`config.mk`:
```
export PLATFORM = sky130hd
export DESIGN_NAME = aes_round_ctrl
export DESIGN_NICKNAME = d
export VERILOG_FILES = /design/src/rtl/aes_round_ctrl.sv
export SDC_FILE = /design/constraint.sdc
export NUM_CORES = 1
export LEC_CHECK = 0
export CORE_MARGIN = 5
export CORE_UTILIZATION = 40
export CTS_CLUSTER_SIZE = 20
export DETAILED_ROUTE_END_ITERATION = 10
export PLACE_DENSITY = 0.81
export SKIP_CTS_REPAIR_TIMING = 1
export SLEW_MARGIN = 30
export SYNTH_ARGS = -nofsm -noshare
export SYNTH_HDL_FRONTEND = slang
export SYNTH_SLANG_ARGS = --single-unit
```
`constraint.sdc`:
```
create_clock -name clk -period 3.05 [get_ports clk]
set_clock_uncertainty 0.2 [all_clocks]
set_input_delay 0.4575 -clock clk [delete_from_list [all_inputs] [get_ports clk]]
set_output_delay 0.4575 -clock clk [all_outputs]
set_load 0.03 [all_outputs]
```
`src/rtl/aes_round_ctrl.sv`:
```
// aes_round_ctrl -- round sequencer for the AES-128 encryption datapath.
//
// Walks the step units through ARK(0), then for each round SUB -> SHIFT ->
// [MIX, skipped in the final round] -> ARK, using per-unit enable/done
// handshakes. Tells the top-level state register when to load plaintext and
// which step output to capture.
//
// Parameters:
//   NR       number of rounds (1..15)
//   TIMEOUT  max cycles a step may wait for its done (timeout build only)
//
// Ports:
//   clk, rst                       clock, synchronous active-high reset
//   start                          begin an encryption (sampled in IDLE only)
//   busy                           high in every state except IDLE
//   done                           one-cycle completion pulse
//   load                           one-cycle plaintext load strobe
//   round[3:0]                     current round index 0..NR
//   sub_en/shift_en/mix_en/ark_en  registered step enables
//   sub_done/.../ark_done          step completion flags
//   state_we                       state register write strobe
//   state_sel[1:0]                 write-back source 0 SUB,1 SHIFT,2 MIX,3 ARK
//   err                            sticky step-timeout flag
//
// Build option: define AES_ROUND_CTRL_TIMEOUT_EN to abort a step whose done
// stays low for TIMEOUT cycles; otherwise steps wait forever and err is 0.
`timescale 1ns/1ps

module aes_round_ctrl #(
  parameter int NR      = 10,
  parameter int TIMEOUT = 16
) (
  input  logic       clk,
  input  logic       rst,
  input  logic       start,
  output logic       busy,
  output logic       done,
  output logic       load,
  output logic [3:0] round,
  output logic       sub_en,
  output logic       shift_en,
  output logic       mix_en,
  output logic       ark_en,
  input  logic       sub_done,
  input  logic       shift_done,
  input  logic       mix_done,
  input  logic       ark_done,
  output logic       state_we,
  output logic [1:0] state_sel,
  output logic       err
);

  if (NR < 1 || NR > 15 || TIMEOUT < 1) begin : g_param_check
    $error("aes_round_ctrl: NR must be 1..15 and TIMEOUT >= 1");
  end

  typedef enum logic [2:0] {
    IDLE  = 3'd0,
    SUB   = 3'd1,
    SHIFT = 3'd2,
    MIX   = 3'd3,
    ARK   = 3'd4,
    FIN   = 3'd5
  } state_t;

  localparam logic [3:0] LAST = 4'(NR);

  state_t     state, state_n;
  logic       step_done;
  logic [1:0] step_code;

`ifdef AES_ROUND_CTRL_TIMEOUT_EN
  localparam int TCNT_W = (TIMEOUT > 1) ? $clog2(TIMEOUT) : 1;
  localparam logic [TCNT_W-1:0] TCNT_LAST = TCNT_W'(TIMEOUT - 1);
  logic [TCNT_W-1:0] tcnt;
  logic              in_step;
  logic              timeout_hit;
`endif

  always_ff @(posedge clk) begin
    if (rst) state <= IDLE;
    else     state <= state_n;
  end

  always_comb begin
    state_n   = state;
    load      = 1'b0;
    done      = 1'b0;
    step_done = 1'b0;
    step_code = 2'd0;
`ifdef AES_ROUND_CTRL_TIMEOUT_EN
    in_step     = 1'b0;
    timeout_hit = 1'b0;
`endif
    case (state)
      IDLE: begin
        if (start) begin
          load    = 1'b1;
          state_n = ARK;
        end
      end
      SUB: begin
        step_code = 2'd0;
        step_done = sub_en & sub_done;
        if (step_done) state_n = SHIFT;
      end
      SHIFT: begin
        step_code = 2'd1;
        step_done = shift_en & shift_done;
        if (step_done) state_n = (round == LAST) ? ARK : MIX;
      end
      MIX: begin
        step_code = 2'd2;
        step_done = mix_en & mix_done;
        if (step_done) state_n = ARK;
      end
      ARK: begin
        step_code = 2'd3;
        step_done = ark_en & ark_done;
        if (step_done) state_n = (round == LAST) ? FIN : SUB;
      end
      FIN: begin
        done    = 1'b1;
        state_n = IDLE;
      end
      default: state_n = IDLE;
    endcase
`ifdef AES_ROUND_CTRL_TIMEOUT_EN
    in_step = (state == SUB) || (state == SHIFT) || (state == MIX) || (state == ARK);
    if (in_step && !step_done && tcnt == TCNT_LAST) begin
      timeout_hit = 1'b1;
      state_n     = IDLE;
    end
`endif
    // A step finishing in the reset cycle is abandoned: no strobes escape.
    if (rst) begin
      load      = 1'b0;
      done      = 1'b0;
      step_done = 1'b0;
    end
  end

  assign busy      = (state != IDLE);
  assign state_we  = step_done;
  assign state_sel = step_done ? step_code : 2'd0;

  // Enables are registered from the next state so each is high for exactly
  // the cycles the FSM spends in the matching step state.
  always_ff @(posedge clk) begin
    if (rst) begin
      sub_en   <= 1'b0;
      shift_en <= 1'b0;
      mix_en   <= 1'b0;
      ark_en   <= 1'b0;
    end else begin
      sub_en   <= (state_n == SUB);
      shift_en <= (state_n == SHIFT);
      mix_en   <= (state_n == MIX);
      ark_en   <= (state_n == ARK);
    end
  end

  always_ff @(posedge clk) begin
    if (rst)                          round <= '0;
    else if (state == IDLE && start)  round <= '0;
    else if (state == ARK && step_done && round != LAST)
                                      round <= round + 4'd1;
  end

`ifdef AES_ROUND_CTRL_TIMEOUT_EN
  always_ff @(posedge clk) begin
    if (rst || state_n != state)     tcnt <= '0;
    else if (in_step && !step_done)  tcnt <= tcnt + 1'b1;
  end

  always_ff @(posedge clk) begin
    if (rst)                          err <= 1'b0;
    else if (state == IDLE && start)  err <= 1'b0;
    else if (timeout_hit)             err <= 1'b1;
  end
`else
  assign err = 1'b0;
`endif

endmodule
```
==> impl_metrics.env <==
export IMPL_dieArea_sq_mm=0.00251
export IMPL_syn_area_per_cell_sq_um=8.04
export IMPL_period_needed_ns=2.80
export IMPL_viasPerCell=5.18
export IMPL_required_ns=2.39
export IMPL_power_uw=293
export IMPL_pre_cts_ws_ns=0.325
export IMPL_clk_pin_slew_ns=0.07
export IMPL_die_y_um=50.1
export IMPL_drtPass1Iterations=4
export IMPL_vias=617
export IMPL_drt_iter0_markers=16
export IMPL_power_leakage_nw=0.366
export IMPL_setup_violations=0
export IMPL_yosysTopAreaCellShare_pct=34.2
export IMPL_grt_ovfl_total=0
export IMPL_yosysMostFrequentCell="dfxtp_1"
export IMPL_fp_dieW_um=50.1
export IMPL_synth_largest_area_cell="dfxtp_1"
export IMPL_critPathMaxFanout=8
export IMPL_synth_nets=89
export IMPL_synthMuxAreaShare_pct=1.56
export IMPL_wl_per_cell_um=11.9
export IMPL_crit_chain="or3b_4 > o22ai_2 > nor2_1 > a221o_1 > a21oi_1 > buf_4"
export IMPL_synth_cells=80
export IMPL_hpwl_mm=1.13
export IMPL_syn_area_sq_um=643
export IMPL_grt_max_degree=12
export IMPL_hold_slack_ns=0.313
export IMPL_clockRootBuffer="clkbuf_4"
export IMPL_synth_edff_count=0
export IMPL_clk_latency_ns=0.27
export IMPL_slew_violations=0
export IMPL_synth_seq_cells=11
export IMPL_cp_end_kind="primary output"
export IMPL_fin_nets=113
export IMPL_rsz0062_at_grt="no"
export IMPL_async_reset_ff_share_pct=0
export IMPL_synth_distinct_cells=37
export IMPL_io_pins=22
export IMPL_cpMaxStageDelayCell="dfxtp_1"
export IMPL_cts_tree="yes"
export IMPL_synth_xor_area_share_pct=2.72
export IMPL_fin_crit_sh_pct=91.6
export IMPL_synth_top_family_by_area="simple AND/OR/NAND/NOR gates"
export IMPL_critical_path_buf_inv_count=1
export IMPL_area_growth_pct=36.6
export IMPL_io_buffers=20
export IMPL_fillers=135
export IMPL_cts_buffers_inserted=3
export IMPL_irDropWorstVdd_mv=0.258
export IMPL_cts_sinks=11
export IMPL_worstSetupStartpointType="flop"
export IMPL_status="completed"
export IMPL_setup_slack_ns=0.255
export IMPL_antenna_found_initial=0
export IMPL_synth_simple_area_share_pct=35.4
export IMPL_initial_core_util_pct=42.2
export IMPL_drive_above_1_share_pct=11.7
export IMPL_final_antenna_net_count=0
export IMPL_cts_buffer_depth=2
export IMPL_htreeDepth=1
export IMPL_grt_util_all_layers_pct=12.7
export IMPL_grt_pass1_vias=590
export IMPL_crit_family="compound AO/OA/AOI/OAI gates"
export IMPL_core_area_sq_mm=0.00152
export IMPL_ys_seq_area_share_pct=34.2
export IMPL_yosys_warnings=0
export IMPL_place_gp_congestion=0.806
export IMPL_ys_top_cells_by_area="dfxtp_1, nor2_1, nand2_1, nand3b_1, ha_1"
export IMPL_cp_arrival_ns=2.14
export IMPL_final_area_sq_um=878
export IMPL_ys_dominant_reg_cell="dfxtp_1"
export IMPL_placed_cell_area_sq_um=851
export IMPL_diodes=0
export IMPL_worstSetupPathType="flop to primary output"
export IMPL_power_density_mw_per_mm2=333
export IMPL_synthAdderAreaFrac_pct=3.89
export IMPL_fmax_ghz=0.358
export IMPL_synth_top_cells_by_count="dfxtp_1, nor2_1, nand2_1, inv_1"
export IMPL_grt_first_pass_wirelength_mm=2.54
export IMPL_drv_cap=0
export IMPL_routed_wl_mm=1.41
export IMPL_synth_compound_area_share_pct=16.1
export IMPL_drc=0
export IMPL_hold_class="flop to flop"
export IMPL_rows=14
export IMPL_hold_viol=0
export IMPL_reg2reg_slack_ns=1.16
export IMPL_fin_setup_tns_ns=0
export IMPL_max_stage_delay_ns=0.46
-- per-layer routing --
metal / vias up / routed length [um] / GRT usage [%]
met5: - / 0 / 0
met4: 0 / 34 / 6.55
met2: 21 / 600 / 18.6
met3: 4 / 93 / 3.31
li1: 320 / - / -
met1: 272 / 684 / 16.8
-- kinds of logic (layout without fill, tap and decap cells) --
group | Yosys count | in the layout
simple gates | 41 | 41
compound gates | 14 | 14
flops | 11 | 11
buf+inv | 8 | 31
fa+ha+maj | 2 | 2
xor+xnor | 2 | 2
other cells | 1 | 1
mux | 1 | 1
-- cell usage in the layout, fill, tap and decap left out, types with 2 or more instances in the layout --
master,instances
a21oi_1,4
nand3b_1,4
inv_1,6
nor2_1,10
nand2_1,8
and3_1,2
buf_4,4
ha_1,2
nand2b_1,3
clkdlybuf4s50_1,17
or3b_1,2
dfxtp_1,11
clkbuf_4,3
nor3b_1,2
-- final cells by class --
type | count | area [sq um] | area share (%)
Clock buffer | 3 | 22.5 | 2.56
Clock inverter | 1 | 5.00 | 0.570
Inverter | 6 | 22.5 | 2.56
Multi-Input combinational cell | 61 | 388 | 44.2
Sequential cell | 11 | 220 | 25.1
Tap cell | 16 | 20.0 | 2.28
Timing Repair Buffer | 21 | 200 | 22.8
-- where the power goes --
part / switching (mW) / total [mW] / internal, mW
logic: 0.0218 / 0.0427 / 0.0209
registers: 0.00333 / 0.149 / 0.146
clock network: 0.0521 / 0.101 / 0.0487
total: 0.0773 / 0.293 / 0.216
-- state kept, by name (all words and copies together) (netlist names) --
name / flops
round: 4
state: 3
ark_en: 1
mix_en: 1
shift_en: 1
sub_en: 1
-- path summary, 6_finish.rpt --
check	from	endpoint	cells after the start
hold reg to reg	round[2]	round[2]	1
setup reg to reg	state[1]	sub_en	5
setup / recovery	state[1]	state_sel[1]	6
hold / removal	round[2]	round[2]	1
-- worst register-to-register path, delay by kind of cell (launching register included) --
family           cells  cell delay [ns]
flip-flops           1             0.46
AND/OR/NAND/NOR      3             0.68
AO/OA/AOI/OAI        2             0.50
-- per-stage QoR --
step,instances,util [%]
5_1_grt,119,57.6
4_1_cts,119,57.6
3_3_place_gp,115,55.8
2_1_floorplan,80,-
6_report,119,57.6
3_5_place_dp,115,55.8
Note: power is estimated with default switching activity, not from simulation.
